**config.mk**
```make
export PLATFORM = sky130hd
export DESIGN_NAME = split_timestamp
export DESIGN_NICKNAME = d
export VERILOG_FILES = /design/src/rtl/split_timestamp_pkg.sv /design/src/rtl/timestamp_holdbuf.sv /design/src/rtl/split_timestamp.sv
export SDC_FILE = /design/constraint.sdc
export NUM_CORES = 1
export LEC_CHECK = 0
export BUFFER_PORTS_ARGS = -buffer_cell sky130_fd_sc_hd__buf_2
export CAP_MARGIN = 20
export CORE_ASPECT_RATIO = 0.7
export CORE_MARGIN = 5
export CORE_UTILIZATION = 55
export CTS_CLUSTER_DIAMETER = 80
export CTS_CLUSTER_SIZE = 12
export DETAILED_ROUTE_END_ITERATION = 10
export GPL_TIMING_DRIVEN = 0
export HOLD_SLACK_MARGIN = 0.05
export PLACE_DENSITY = 0.76
export SLEW_MARGIN = 20
export SYNTH_ARGS = -nofsm -noshare
export SYNTH_HDL_FRONTEND = slang
export SYNTH_SLANG_ARGS = --single-unit
```
**constraint.sdc**
```tcl
create_clock -name clk -period 6.95 [get_ports clk]
set_clock_uncertainty 0.05 [all_clocks]
set_input_delay 0.3475 -clock clk [delete_from_list [all_inputs] [get_ports clk]]
set_output_delay 0.3475 -clock clk [all_outputs]
set_load 0.05 [all_outputs]
```
**src/rtl/split_timestamp_pkg.sv**
```systemverilog
// -----------------------------------------------------------------------------
// split_timestamp_pkg
// Shared definitions for the timestamp attach/split paths: default beat and
// trailer widths, the trailer beat-count derivation and the splitter state
// encoding. Both paths import this package so the trailer layout (least
// significant chunk first) is defined in exactly one place.
// -----------------------------------------------------------------------------
package split_timestamp_pkg;

    localparam int DEFAULT_DATA_WIDTH      = 8;
    localparam int DEFAULT_TIMESTAMP_WIDTH = 72;

    // Number of beats a trailer occupies on the byte stream.
    function automatic int ts_beat_num(input int data_width, input int timestamp_width);
        return timestamp_width / data_width;
    endfunction

    localparam int DEFAULT_TIMESTAMP_BEAT_NUM =
        ts_beat_num(DEFAULT_DATA_WIDTH, DEFAULT_TIMESTAMP_WIDTH);

    typedef enum logic {
        ST_COLLECT = 1'b0,
        ST_FLUSH   = 1'b1
    } split_state_t;

endpackage

```
**src/rtl/timestamp_holdbuf.sv**
```systemverilog
// -----------------------------------------------------------------------------
// timestamp_holdbuf
// Delay line that holds back the most recent BEAT_NUM beats of a packet so a
// trailer of BEAT_NUM beats can be stripped without buffering the whole frame.
// Storage is an (BEAT_NUM-1)-beat shift register SR feeding a pending beat P.
//
// Ports:
//   clk, rstn  - clock, synchronous active-low reset (clears the fill count)
//   in_data    - beat to shift in
//   shift      - shift in_data into SR; SR oldest moves into P
//   clear      - drop all held beats (fill count back to 0)
//   count      - number of valid beats held (0..BEAT_NUM)
//   evict      - shift while full: the beat in P leaves the buffer this cycle
//   pending    - P, the beat that leaves on the next evict
//   sr_flat    - SR contents, oldest beat in the least significant chunk
// -----------------------------------------------------------------------------
module timestamp_holdbuf
    import split_timestamp_pkg::*;
#(
    parameter int  DATA_WIDTH = DEFAULT_DATA_WIDTH,
    parameter int  BEAT_NUM   = DEFAULT_TIMESTAMP_BEAT_NUM,
    localparam int CNT_W      = $clog2(BEAT_NUM + 1)
) (
    input  logic                           clk,
    input  logic                           rstn,
    input  logic [DATA_WIDTH-1:0]          in_data,
    input  logic                           shift,
    input  logic                           clear,
    output logic [CNT_W-1:0]               count,
    output logic                           evict,
    output logic [DATA_WIDTH-1:0]          pending,
    output logic [(BEAT_NUM-1)*DATA_WIDTH-1:0] sr_flat
);

    // sr[0] is the oldest beat, sr[BEAT_NUM-2] the newest.
    logic [DATA_WIDTH-1:0] sr [BEAT_NUM-1];

    logic full;
    assign full  = (count == CNT_W'(BEAT_NUM));
    assign evict = shift & full;

    // NOTE: the data storage has no reset; count alone says which beats are
    // meaningful, so resetting the beats would only add reset fan-out.
    always_ff @(posedge clk) begin
        if (shift) begin
            pending <= sr[0];
            for (int i = 0; i < BEAT_NUM - 2; i++) begin
                sr[i] <= sr[i+1];
            end
            sr[BEAT_NUM-2] <= in_data;
        end
    end

    // NOTE: non-blocking assignments for all clocked state, so every register
    // samples the pre-edge values regardless of statement order.
    always_ff @(posedge clk) begin
        if (!rstn) begin
            count <= '0;
        end else if (clear) begin
            count <= '0;
        end else if (shift && !full) begin
            count <= count + CNT_W'(1);
        end
    end

    // NOTE: give every combinational output a default before conditional or
    // partial assignments so no latch is inferred.
    always_comb begin
        sr_flat = '0;
        for (int i = 0; i < BEAT_NUM - 1; i++) begin
            sr_flat[i*DATA_WIDTH +: DATA_WIDTH] = sr[i];
        end
    end

endmodule

```
**src/rtl/split_timestamp.sv**
```systemverilog
// -----------------------------------------------------------------------------
// split_timestamp
// Splits a byte stream of [frame][timestamp trailer] into a plain frame stream
// and one timestamp word per frame. The trailer is TIMESTAMP_BEAT_NUM beats,
// least significant chunk first. Packets too short to carry trailer plus one
// frame beat are dropped and flagged with runt_error.
//
// Ports:
//   clk, rstn               - clock, synchronous active-low reset
//   s_axis_*                - frame+trailer input (tdata/tvalid/tready/tlast)
//   m_axis_*                - frame-only output, tlast on last frame beat
//   m_axis_timestamp_*      - extracted timestamp (tdata/tvalid/tready)
//   runt_error              - one-cycle pulse per dropped runt packet
// -----------------------------------------------------------------------------
module split_timestamp
    import split_timestamp_pkg::*;
#(
    parameter int DATA_WIDTH      = DEFAULT_DATA_WIDTH,
    parameter int TIMESTAMP_WIDTH = DEFAULT_TIMESTAMP_WIDTH
) (
    input  logic                       clk,
    input  logic                       rstn,

    input  logic [DATA_WIDTH-1:0]      s_axis_tdata,
    input  logic                       s_axis_tvalid,
    output logic                       s_axis_tready,
    input  logic                       s_axis_tlast,

    output logic [DATA_WIDTH-1:0]      m_axis_tdata,
    output logic                       m_axis_tvalid,
    input  logic                       m_axis_tready,
    output logic                       m_axis_tlast,

    output logic [TIMESTAMP_WIDTH-1:0] m_axis_timestamp_tdata,
    output logic                       m_axis_timestamp_tvalid,
    input  logic                       m_axis_timestamp_tready,

    output logic                       runt_error
);

    localparam int BEAT_NUM = ts_beat_num(DATA_WIDTH, TIMESTAMP_WIDTH);
    localparam int CNT_W    = $clog2(BEAT_NUM + 1);

    split_state_t state, next_state;

    // Output register O and timestamp register T.
    logic                       o_valid, o_last;
    logic [DATA_WIDTH-1:0]      o_data;
    logic                       t_valid;
    logic [TIMESTAMP_WIDTH-1:0] t_data;

    logic                               s_accept, beat_shift, last_ok, runt_hit;
    logic                               hb_full;
    logic [CNT_W-1:0]                   hb_count;
    logic                               hb_evict;
    logic [DATA_WIDTH-1:0]              hb_pending;
    logic [(BEAT_NUM-1)*DATA_WIDTH-1:0] hb_sr_flat;

    assign s_accept   = s_axis_tvalid & s_axis_tready;
    assign hb_full    = (hb_count == CNT_W'(BEAT_NUM));
    assign beat_shift = s_accept & ~s_axis_tlast;
    assign last_ok    = s_accept &  s_axis_tlast &  hb_full;
    assign runt_hit   = s_accept &  s_axis_tlast & ~hb_full;

    timestamp_holdbuf #(
        .DATA_WIDTH (DATA_WIDTH),
        .BEAT_NUM   (BEAT_NUM)
    ) u_holdbuf (
        .clk     (clk),
        .rstn    (rstn),
        .in_data (s_axis_tdata),
        .shift   (beat_shift),
        .clear   (s_accept & s_axis_tlast),
        .count   (hb_count),
        .evict   (hb_evict),
        .pending (hb_pending),
        .sr_flat (hb_sr_flat)
    );

    // ---------------- FSM: state register ----------------
    always_ff @(posedge clk) begin
        if (!rstn) begin
            state <= ST_COLLECT;
        end else begin
            state <= next_state;
        end
    end

    // ---------------- FSM: next state ----------------
    always_comb begin
        next_state = state;
        unique case (state)
            ST_COLLECT: if (last_ok) next_state = ST_FLUSH;
            // Leave FLUSH once both holding registers are empty or being
            // emptied this cycle, so the next packet can start immediately.
            ST_FLUSH: if ((!o_valid || m_axis_tready) &&
                          (!t_valid || m_axis_timestamp_tready))
                          next_state = ST_COLLECT;
            default: next_state = ST_COLLECT;
        endcase
    end

    // ---------------- FSM: outputs ----------------
    always_comb begin
        s_axis_tready = 1'b0;
        if (state == ST_COLLECT) begin
            s_axis_tready = !o_valid || m_axis_tready;
        end
    end

    // ---------------- Frame output register O ----------------
    always_ff @(posedge clk) begin
        if (!rstn) begin
            o_valid <= 1'b0;
            o_last  <= 1'b0;
            o_data  <= '0;
        end else if (hb_evict || last_ok) begin
            // On the tlast beat, P holds the final frame beat.
            o_data  <= hb_pending;
            o_last  <= last_ok;
            o_valid <= 1'b1;
        end else if (m_axis_tready) begin
            o_valid <= 1'b0;
        end
    end

    // ---------------- Timestamp register T ----------------
    always_ff @(posedge clk) begin
        if (!rstn) begin
            t_valid <= 1'b0;
            t_data  <= '0;
        end else if (last_ok) begin
            // SR oldest becomes the least significant chunk, the incoming
            // tlast beat the most significant one.
            t_data  <= {s_axis_tdata, hb_sr_flat};
            t_valid <= 1'b1;
        end else if (m_axis_timestamp_tready) begin
            t_valid <= 1'b0;
        end
    end

    always_ff @(posedge clk) begin
        if (!rstn) begin
            runt_error <= 1'b0;
        end else begin
            runt_error <= runt_hit;
        end
    end

    assign m_axis_tdata            = o_data;
    assign m_axis_tvalid           = o_valid;
    assign m_axis_tlast            = o_last;
    assign m_axis_timestamp_tdata  = t_data;
    assign m_axis_timestamp_tvalid = t_valid;

endmodule

```
==> impl_metrics.ini <==
[logic_synthesis]
synth_compound_area_frac = 0.0182
synth-edff-count = 72
synth.distinct_cells = 27
yosys.area_share.simple = 0.127
avgSynthCellArea_um2 = 12.4
synth_top_family_by_area = multiplexers
syn_area_um2 = 5780
ys_seq_elements = 161
synthMuxAreaShare = 0.139
synthXorXnorAreaFrac = 0
synth_fa_ha_area_frac = 0.00433
ys_async_sr_fraction = 0
synth_ff_type = dfxtp_1
synth_warnings = 0
syn_nets = 482
synth_cells = 466
synth_seq_area_share = 0.683

[worst_setup_path]
cp.arrival_ns = 2.13
cp-end-kind = register
start_kind = register
worstSetupStartpoint = m_axis_tvalid
crit_fanout = 10
r2r_start = m_axis_tvalid
crit_type = register to register
critPathRequiredTime_ns = 7.02
reg2reg_depth = 6

[power]
cellPowerDensity_nw_per_um2 = 270
swShare = 0.212
pwr-share-clk = 0.435
p_seq_frac = 0.536
p_int_w = 0.00150
p_leak_nw = 2.75
power_frac_comb = 0.029
irDropWorstVdd_mv = 0.180
p_switching_w = 0.000403

[cells_and_area]
fin_area_um2 = 7020
n_antenna_cell = 0
postLayoutCoreUtil = 0.680
final_layout_size_suffix_gt1_frac = 0.239
nNetsFinal = 605
areaGrowthSynthToFinish_pct = 21.5

[sta]
drv_slew = 0
setup_viol = 0
slew_headroom = 0.624
finalHoldViolCount = 0
max_clock_freq_ghz = 0.487
fin_crit_ns = 2.05
tightest_slew_ns = 0.560
period_share = 0.296
holdWs_ns = 0.0726
grt_setup_unrepaired = false

[placed_design]
dpl.hpwl_um = 8780
globalplace.congestion = 0.790
port_buffers = 96
place_area_um2 = 6490

[global_routing]
grt_overflow_total = 0
antenna_found_initial = 0
grt_pass1_wl_um = 19600
groute.usage.overall = 0.201
grt_max_degree = 17
grt_pass1_vias = 3789

[detailed_routing]
via_per_inst = 5.21
drt_iter0_markers = 274
dr.pass1.iters = 4
drt-wirelength-per-cell_um = 17.0
ant_nets = 0
dr_total_vias = 3827
wl_um = 12500
drcViolationCount = 0

[clock_network]
cts_buffers = 17
clkSinkCount = 161
clock-root-buffer = clkbuf_16
clkTransAtPathRegs_ns = 0.06
cts.path.max_buffers = 2
clock_latency_ns = 0.41
cts_tree = yes
cts_resized = 0
post_cts_buffers = 0
cts-hold-fix-buffers = 0
h-tree-depth = 4

[floorplanning]
die_w_um = 132
initial_core_util = 0.560
die_h_um = 95.7
pin_count = 99
num_rows = 31
dieArea_um2 = 12700
coreArea_um2 = 10300

[hold_path]
holdPathStages = 1
hp-start = s_axis_tdata[3]
hold_class = input pin to register

[job]
cap_violations = 0

[run_status]
status = finished clean
[cell families (layout without fill, tap and decap cells)]
logic type	count (synthesis)	in the layout
AO/OA/AOI/OAI	13	13
AND/OR/NAND/NOR	179	179
adder cells (fa/ha/maj)	2	2
multiplexers	80	80
flip-flops	161	161
buffers and inverters	31	167
[through the flow]
step	setup TNS, ns	setup slack [ns]	total power (W)	std cells
floorplan	0	0.538	0.00107	466
global placement	-100.77	-1.40	0.00109	694
detailed placement	0	4.84	0.00109	702
CTS	0	4.87	0.00191	734
global route	0	4.77	0.00195	734
finish	0	4.90	0.00190	734
[critical path, cell delays in order, from the launching register on]
cell,delay (ns)
dfxtp_1,0.31
nor2b_1,0.12
buf_2,0.17
nor3_2,0.49
buf_6,0.23
buf_4,0.20
buf_4,0.19
[cell usage after synthesis, drive strengths merged, types with 2 or more instances]
master	count	share of area
buf	10	0.016
nor3b	2	0.0026
dfxtp	89	0.31
o21a	4	0.0052
ha	2	0.0043
a32o	3	0.0052
mux2i	80	0.14
nand2b	2	0.0022
nor3	3	0.0026
and3	2	0.0022
o211ai	2	0.0026
clkbuf	20	0.013
edfxtp	72	0.37
nand2	162	0.11
nor2b	3	0.0032
[cells in the final DEF, fill, tap and decap left out, drive strengths merged, types with 3 or more instances in the layout]
cell type	count
nand2	162
dfxtp	89
buf	114
o21a	4
nor3	3
clkinv	6
mux2i	80
a32o	3
nor2b	3
edfxtp	72
clkbuf	42
clkinvlp	3
[state kept, by name (all words and copies together) (netlist names)]
register and cells:
m_axis_timestamp_tdata 72, u_holdbuf.sr 64, m_axis_tdata 8, u_holdbuf.pending 8, u_holdbuf.count 4, m_axis_timestamp_tvalid 1, m_axis_tlast 1, m_axis_tvalid 1
runt_error 1, state 1
[power groups by stage]
stage	registers, W	logic, W	clock network, W
floorplan	0.00104	0.0000315	0
global placement	0.00104	0.0000481	0
detailed placement	0.00104	0.0000546	0
CTS	0.00102	0.0000552	0.000834
global route	0.00102	0.0000605	0.000873
finish	0.00102	0.0000551	0.000825
[final cells by class]
type / count / area, um2
buffer: 30 / 165
clock buffer: 22 / 464
clock inverter: 10 / 61.3
fill: 757 / 3300
inverter: 1 / 3.75
multi-input combinational: 274 / 1670
sequential: 161 / 3940
tap: 132 / 165
timing repair buffer: 104 / 548
[final timing paths]
check                                           end  slack (ns)
worst max register to register  u_holdbuf.sr[1][26]        4.90
worst min register to register  u_holdbuf.sr[0][21]        0.39
worst max-delay path            u_holdbuf.sr[1][26]        4.90
worst min-delay path            u_holdbuf.sr[1][27]        0.07
[per-layer routing]
metal  part of all wire  vias to the layer above  wire length [um]  track usage
li1                   -                     1840                 -            -
met3              0.068                       13               843       0.0637
met2               0.46                      112              5770        0.322
met4              0.011                        0               131       0.0796
met5                  0                        -                 0            0
met1               0.46                     1862              5710        0.260
(Power assumes the default switching activity.)
